## src/rtl/mic1_pkg.sv

```systemverilog
// Shared definitions for the Mic-1 C-bus register file: default width, B-bus
// source encodings and C-bus write-enable bit positions.
package mic1_pkg;

  localparam int unsigned DefaultWidth = 32;
  localparam int unsigned NumCRegs     = 9;
  localparam int unsigned MbrWidth     = 8;

  // C_SEL bit positions
  localparam int unsigned CSelMar = 0;
  localparam int unsigned CSelMdr = 1;
  localparam int unsigned CSelPc  = 2;
  localparam int unsigned CSelSp  = 3;
  localparam int unsigned CSelLv  = 4;
  localparam int unsigned CSelCpp = 5;
  localparam int unsigned CSelTos = 6;
  localparam int unsigned CSelOpc = 7;
  localparam int unsigned CSelH   = 8;

  typedef enum logic [3:0] {
    BSelMdr  = 4'd0,
    BSelPc   = 4'd1,
    BSelMbrS = 4'd2,
    BSelMbrU = 4'd3,
    BSelSp   = 4'd4,
    BSelLv   = 4'd5,
    BSelCpp  = 4'd6,
    BSelTos  = 4'd7,
    BSelOpc  = 4'd8
  } b_sel_e;

endpackage

```

## src/rtl/b_bus_mux.sv

```systemverilog
// Combinational B-bus source selector; unused encodings drive zero.
module b_bus_mux
  import mic1_pkg::*;
#(
  parameter int unsigned WIDTH = DefaultWidth
) (
  input  logic [3:0]          b_sel,
  input  logic [WIDTH-1:0]    mdr,
  input  logic [WIDTH-1:0]    pc,
  input  logic [MbrWidth-1:0] mbr,
  input  logic [WIDTH-1:0]    sp,
  input  logic [WIDTH-1:0]    lv,
  input  logic [WIDTH-1:0]    cpp,
  input  logic [WIDTH-1:0]    tos,
  input  logic [WIDTH-1:0]    opc,
  output logic [WIDTH-1:0]    b_out
);

  b_sel_e sel;

  always_comb begin
    sel   = b_sel_e'(b_sel);
    b_out = '0;
    case (sel)
      BSelMdr:  b_out = mdr;
      BSelPc:   b_out = pc;
      BSelMbrS: b_out = {{(WIDTH-MbrWidth){mbr[MbrWidth-1]}}, mbr};
      BSelMbrU: b_out = {{(WIDTH-MbrWidth){1'b0}}, mbr};
      BSelSp:   b_out = sp;
      BSelLv:   b_out = lv;
      BSelCpp:  b_out = cpp;
      BSelTos:  b_out = tos;
      BSelOpc:  b_out = opc;
      default:  b_out = '0;
    endcase
  end

endmodule

```

## src/rtl/c_bus_regfile.sv

```systemverilog
// Mic-1 register file: C-bus writeback, memory command staging with one-cycle
// read/fetch return into MDR/MBR, latched ALU flags and B-bus selection.
module c_bus_regfile
  import mic1_pkg::*;
#(
  parameter int unsigned WIDTH = DefaultWidth
) (
  input  logic                CLK,
  input  logic                RST_N,
  input  logic [WIDTH-1:0]    Shift,
  input  logic [8:0]          C_SEL,
  input  logic [3:0]          B_SEL,
  input  logic                ALU_N,
  input  logic                ALU_Z,
  input  logic                RD,
  input  logic                WR,
  input  logic                FETCH,
  input  logic [WIDTH-1:0]    MEM_RDATA,
  input  logic [MbrWidth-1:0] MEM_BDATA,
  output logic [WIDTH-1:0]    A_out,
  output logic [WIDTH-1:0]    B_out,
  output logic                N_FLAG,
  output logic                Z_FLAG,
  output logic [WIDTH-1:0]    MEM_ADDR,
  output logic [WIDTH-1:0]    FETCH_ADDR,
  output logic [WIDTH-1:0]    MEM_WDATA,
  output logic                MEM_RD,
  output logic                MEM_WR,
  output logic                MEM_FETCH,
  output logic                MDR_CONFLICT
);

  logic [WIDTH-1:0]    creg_q [NumCRegs];
  logic [MbrWidth-1:0] mbr_q;
  logic                n_q, z_q;
  logic                mem_rd_q, mem_wr_q, mem_fetch_q;
  logic                conflict_q;

  always_ff @(posedge CLK or negedge RST_N) begin
    if (!RST_N) begin
      for (int i = 0; i < NumCRegs; i++) creg_q[i] <= '0;
      mbr_q       <= '0;
      n_q         <= 1'b0;
      z_q         <= 1'b0;
      mem_rd_q    <= 1'b0;
      mem_wr_q    <= 1'b0;
      mem_fetch_q <= 1'b0;
      conflict_q  <= 1'b0;
    end else begin
      for (int i = 0; i < NumCRegs; i++) begin
        if (C_SEL[i]) creg_q[i] <= Shift;
      end
      // Returning read data overrides a same-cycle C-bus write to MDR.
      if (mem_rd_q) creg_q[CSelMdr] <= MEM_RDATA;
      if (mem_fetch_q) mbr_q <= MEM_BDATA;
      n_q         <= ALU_N;
      z_q         <= ALU_Z;
      mem_rd_q    <= RD;
      mem_wr_q    <= WR;
      mem_fetch_q <= FETCH;
      conflict_q  <= mem_rd_q & C_SEL[CSelMdr];
    end
  end

  assign A_out        = creg_q[CSelH];
  assign MEM_ADDR     = creg_q[CSelMar];
  assign FETCH_ADDR   = creg_q[CSelPc];
  assign MEM_WDATA    = creg_q[CSelMdr];
  assign N_FLAG       = n_q;
  assign Z_FLAG       = z_q;
  assign MEM_RD       = mem_rd_q;
  assign MEM_WR       = mem_wr_q;
  assign MEM_FETCH    = mem_fetch_q;
  assign MDR_CONFLICT = conflict_q;

  b_bus_mux #(
    .WIDTH(WIDTH)
  ) u_b_bus_mux (
    .b_sel(B_SEL),
    .mdr  (creg_q[CSelMdr]),
    .pc   (creg_q[CSelPc]),
    .mbr  (mbr_q),
    .sp   (creg_q[CSelSp]),
    .lv   (creg_q[CSelLv]),
    .cpp  (creg_q[CSelCpp]),
    .tos  (creg_q[CSelTos]),
    .opc  (creg_q[CSelOpc]),
    .b_out(B_out)
  );

endmodule

```

## config.mk

```make
export PLATFORM = sky130hd
export DESIGN_NAME = c_bus_regfile
export DESIGN_NICKNAME = d
export VERILOG_FILES = /design/src/rtl/mic1_pkg.sv /design/src/rtl/b_bus_mux.sv /design/src/rtl/c_bus_regfile.sv
export SDC_FILE = /design/constraint.sdc
export NUM_CORES = 1
export LEC_CHECK = 0
export ABC_AREA = 1
export CORE_ASPECT_RATIO = 1.4
export CORE_MARGIN = 2
export CORE_UTILIZATION = 50
export CTS_BUF_LIST = sky130_fd_sc_hd__clkbuf_8
export CTS_CLUSTER_DIAMETER = 60
export DETAILED_ROUTE_END_ITERATION = 16
export PLACE_DENSITY = 0.77
export SYNTH_ARGS = -nofsm -noshare
export SYNTH_HDL_FRONTEND = slang
export SYNTH_SLANG_ARGS = --single-unit
```

## constraint.sdc

```tcl
create_clock -name CLK -period 1.65 [get_ports CLK]
set_input_delay 0.2475 -clock CLK [delete_from_list [all_inputs] [get_ports CLK]]
set_output_delay 0.2475 -clock CLK [all_outputs]
set_load 0.02 [all_outputs]
```

After elaboration in Yosys (flattened, before gate mapping)
Index checks and enable logic that the tools add are counted.
{ "classes": {"n_eq_ne": 8, "n_mux": 3, "bitwise_logic": 1, "n_reduce_logical": 2} }
{ "ops": {"columns": ["operator", "count"], "rows": [
  ["32-bit case mux with 9 select lines", 1],
  ["32-bit two-way mux", 2],
  ["4-bit by 3-bit == test with 1-bit output (second input constant)", 4],
  ["4-bit by 2-bit == test with 1-bit output (second input constant)", 2],
  ["4-bit by 1-bit == test with 1-bit output (second input constant)", 1],
  ["4-bit == test (second input constant)", 1],
  ["4-bit logical NOT", 1],
  ["2-bit nonzero test", 1],
  ["1-bit AND", 1]
]} }
{ "word_totals": {"ff_bits": 302, "elab_cells": 30} }

Longest topological paths before layout
{ "logic_depth": {"word_depth": 2, "ltp_mapped": 8, "depth_no_buf": 7} }

Hierarchy
Synthesis repeated with hierarchy kept, for this count alone.
{ "hier_totals": {"hier_cells": 1975, "hier_area_um2": 15189.6} }
{ "modules_own_cells": {"columns": ["mod", "n_inst", "cells_each", "area_each_um2"], "rows": [
  ["c_bus_regfile", 1, 1457, 12914.9],
  ["b_bus_mux", 1, 518, 2274.7]
]} }

Worst setup path before layout
Ideal clock, no wire load.
{ "synth_timing": {"path_kind": "input-to-output", "startpoint": "in B_SEL[3]", "endpoint": "out B_out[5]", "arrival_ns": 1.177, "setup_slack_ns": 0.225, "path_stages": 7, "n_path_buf": 2, "cell_sequence": "nor2_1 -> buf_2 -> buf_2 -> nand3_1 -> o21ai_0 -> nor2_1 -> nand2_1"} }
{ "synth_via": {"elab_chain_cells": 2, "elab_cells_between_ends": 10, "classes_between": "eq/ne: 8; mux: 1; reduce/logical: 1"} }
{ "synth_lines": {"columns": ["element", "line", "text"], "rows": [
  ["start: declaration", "c_bus_regfile.sv:12", "input logic [3:0] B_SEL,"],
  ["4-bit == test, or another cell as far along", "b_bus_mux.sv:24", "case (sel)"],
  ["32-bit case mux with 9 select lines *", "b_bus_mux.sv:24", null],
  ["end: declaration", "c_bus_regfile.sv:21", "output logic [WIDTH-1:0] B_out,"]
]} }
Every way passes the cells marked *; elsewhere a longest branch is shown, timed or not.

Worst setup path after layout
{ "layout_timing": {"startpoint": "reg mbr_q[7]", "endpoint": "out B_out[7]"} }
{ "layout_via": {"elab_chain_cells": 1} }
{ "layout_lines": {"columns": ["element", "line", "text"], "rows": [
  ["start: declaration", "c_bus_regfile.sv:34", "logic [MbrWidth-1:0] mbr_q;"],
  ["start signal: assignment", "c_bus_regfile.sv:42", "mbr_q <= '0;"],
  ["start signal: assignment", "c_bus_regfile.sv:55", "if (mem_fetch_q) mbr_q <= MEM_BDATA;"],
  ["32-bit case mux with 9 select lines", "b_bus_mux.sv:24", null]
]} }
No other way between the ends.

==> metrics.cfg <==
[placement]
hpwl_um=31140
io_buffers=257
gp_congestion=0.9449
place_area_mm2=0.01679

[cts]
clock_latency_ns=0.57
cts_tree=yes
clkSinkCount=302
cts_root_buffer=clkbuf_8
cts_buffer_depth=3
numCtsBuffers=47
clkTransAtPathRegs_ns=0.07
h-tree-depth=2

[timing]
period_needed_ns=2.167
fin_skew_ns=0.009610
finalHoldViolations=0
drv_slew=0
setup_violations=32
max_freq_mhz=461.5
worst_pin_slew_ns=0.5383
relSlewSlack_pct=64.00
rsz0062_at_grt=true
setup_slack_ns=-0.5169
post-route-period-util_pct=131.3

[power_and_ir_drop]
p_per_area_mw_per_mm2=988.9
ir_drop_mv=0.7986
leakage_nw=8.981
p_total_mw=18.68

[global_routing]
track_usage_pct=31.07
antenna_found_initial=0
grt-ovfl-total=0
grt_start_max_net_pins=55
grt_first_pass_wirelength_um=71300
grt_pass1_vias=12790

[synthesis]
seq_area_frac_synth_pct=53.38
synth_fa_ha_area_share_pct=0
synth_simple_gate_area_share_pct=17.14
synth_compound_area_share_pct=9.076
muxShareOfSynthArea_pct=7.715
synth_top_family_by_area=simple AND/OR/NAND/NOR gates
yosys_warnings=0
synthDistinctLibCells=20
syn_area_mm2=0.01416
synth_cells=1554
synth-seq-cells=302
syn-num-nets=1646
avgSynthCellArea_um2=9.111
synth_xor_area_share_pct=0

[final_layout]
layout.cells.most_common=dfrtp_1
diodes=0
nNetsFinal=1876
layout_common_cells=dfrtp_1, nand2_1, nor2_1
syn2layout_area_growth_pct=33.42
final_area_mm2=0.01889
fin_util_pct=68.08
drive_above_1_share_pct=25.94

[setup_path]
critical_path_class=reg -> out
crit_fanout=5
start_kind=flop
cp-end-kind=output pin
cp_data_required_time_ns=1.40
cp.arrival_ns=1.92

[floorplanning]
die-area_mm2=0.02970
start_util_pct=51.03
die_h_um=203.1
coreArea_mm2=0.02775
ios=258
rows=72
die_x_um=146.2

[routing]
drc=0
wl_per_cell_um=21.91
avgViaCountPerCell=5.671
vias=12400
antenna_left=0
detail_route.iter0.violations=1154
drt-total-wl_um=47890
drt_pre_antenna_iters=5

[outcome]
violations=negative setup slack
status=finished with violations

[worst_hold_path]
hp-class=in -> reg

[run]
drv_cap=0

[path summary, 6_finish.rpt]
| path | startpoint | end | depth (start not counted) | slack, ns |
|---|---|---|---|---|
| min in group asynchronous | RST_N | creg_q[143]$_DFFE_PN0P_ | 2 | 0.18 |
| hold / removal | FETCH | MEM_FETCH$_DFF_PN0_ | 1 | 0.11 |
| hold reg to reg | A_out[20]$_DFFE_PN0P_ | A_out[20]$_DFFE_PN0P_ | 1 | 0.51 |
| setup / recovery | mbr_q[7]$_DFFE_PN0P_ | B_out[7] | 7 | -0.52 |
| max in group asynchronous | RST_N | A_out[25]$_DFFE_PN0P_ | 3 | 0.83 |
| setup reg to reg | MEM_RD$_DFF_PN0_ | MEM_WDATA[10]$_DFFE_PN0P_ | 5 | 0.25 |
[cells by family (layout without fill, tap and decap cells)]
group                  count (synthesis)  count (layout)
and+or+nand+nor                      586             586
muxes                                 97              97
AOI/OAI and AO/OA                    236             236
DFF                                  302             302
buffers and inverters                333             595
[cells in the mapped netlist]
cell / n / area [µm²]
a21oi_1: 115 / 575.6
o21ai_1: 1 / 5.000
or2_2: 1 / 6.260
buf_2: 38 / 190.2
o211ai_1: 13 / 97.59
nor2_1: 214 / 803.3
o221ai_1: 19 / 166.4
dfrtp_1: 302 / 7557
nand2_1: 209 / 784.5
nor2_4: 2 / 22.52
nand3_1: 155 / 775.7
o21ai_0: 88 / 440.4
nand3_2: 1 / 10.01
nor2_2: 4 / 25.02
buf_1: 3 / 11.26
mux2_2: 97 / 1092
clkbuf_1: 48 / 180.2
inv_2: 3 / 11.26
buf_4: 133 / 998.5
inv_1: 108 / 405.4
[metrics by stage]
step           setup TNS [ns]  instances  setup WS [ns]  hold slack [ns]
2_1_floorplan               0       1554         0.2253         -0.04809
3_3_place_gp           -26.00       2058        -0.9790           0.1738
3_5_place_dp           -26.51       2058        -0.9882           0.1742
4_1_cts                -11.24       2167        -0.4758          0.09654
5_1_grt                -13.71       2186        -0.5787           0.1049
6_report               -12.29       2186        -0.5169           0.1150
[flip-flops by register name, summed over array words and instances, names as in the netlist]
register / flops
MEM_WR: 1
A_out: 32
FETCH_ADDR: 32
MEM_FETCH: 1
MEM_WDATA: 32
MDR_CONFLICT: 1
N_FLAG: 1
creg_q: 160
MEM_RD: 1
Z_FLAG: 1
mbr_q: 8
MEM_ADDR: 32
[critical path, stage by stage, from the launching register on]
cell and delay (ns):
dfrtp_2 0.48, nand3_4 0.18, buf_4 0.15, buf_6 0.11, nand2_1 0.08, nor2_2 0.12
nand3_2 0.08, buf_6 0.14
[cell type report]
class / count / area, µm²
Clock buffer: 65 / 894.6
Clock inverter: 16 / 65.06
Fill cell: 2156 / 8856
Inverter: 111 / 421.7
Multi-Input combinational cell: 919 / 5358
Sequential cell: 302 / 7562
Tap cell: 370 / 462.9
Timing Repair Buffer: 403 / 4126
[power breakdown]
part           total (mW)  switching, mW  internal (mW)
registers            8.54          0.438           8.10
logic                3.69           2.14           1.55
clock network        6.46           2.99           3.47
total                18.7           5.57           13.1
[routing by layer]
metal	part of all wire, %	routed length, µm	up-vias	track usage [%]
li1	-	-	5415	-
met1	34	16080	6018	33.34
met2	50	24030	722	53.74
met3	7.8	3716	242	6.360
met4	8.5	4069	0	23.75
met5	0	0	-	0
[repair_timing]
| item | 4_1_cts | 5_1_grt |
|---|---|---|
| gates cloned | 8 | 2 |
| buffers inserted | 21 | 22 |
| endpoints found under the hold margin | 302 | 0 |
| hold buffers | 1 | 0 |
| endpoints found under the setup margin | 166 | 36 |
| gates resized for setup | 424 | 93 |
| pin swaps | 57 | 53 |
Power figures use the tool's default switching activity.
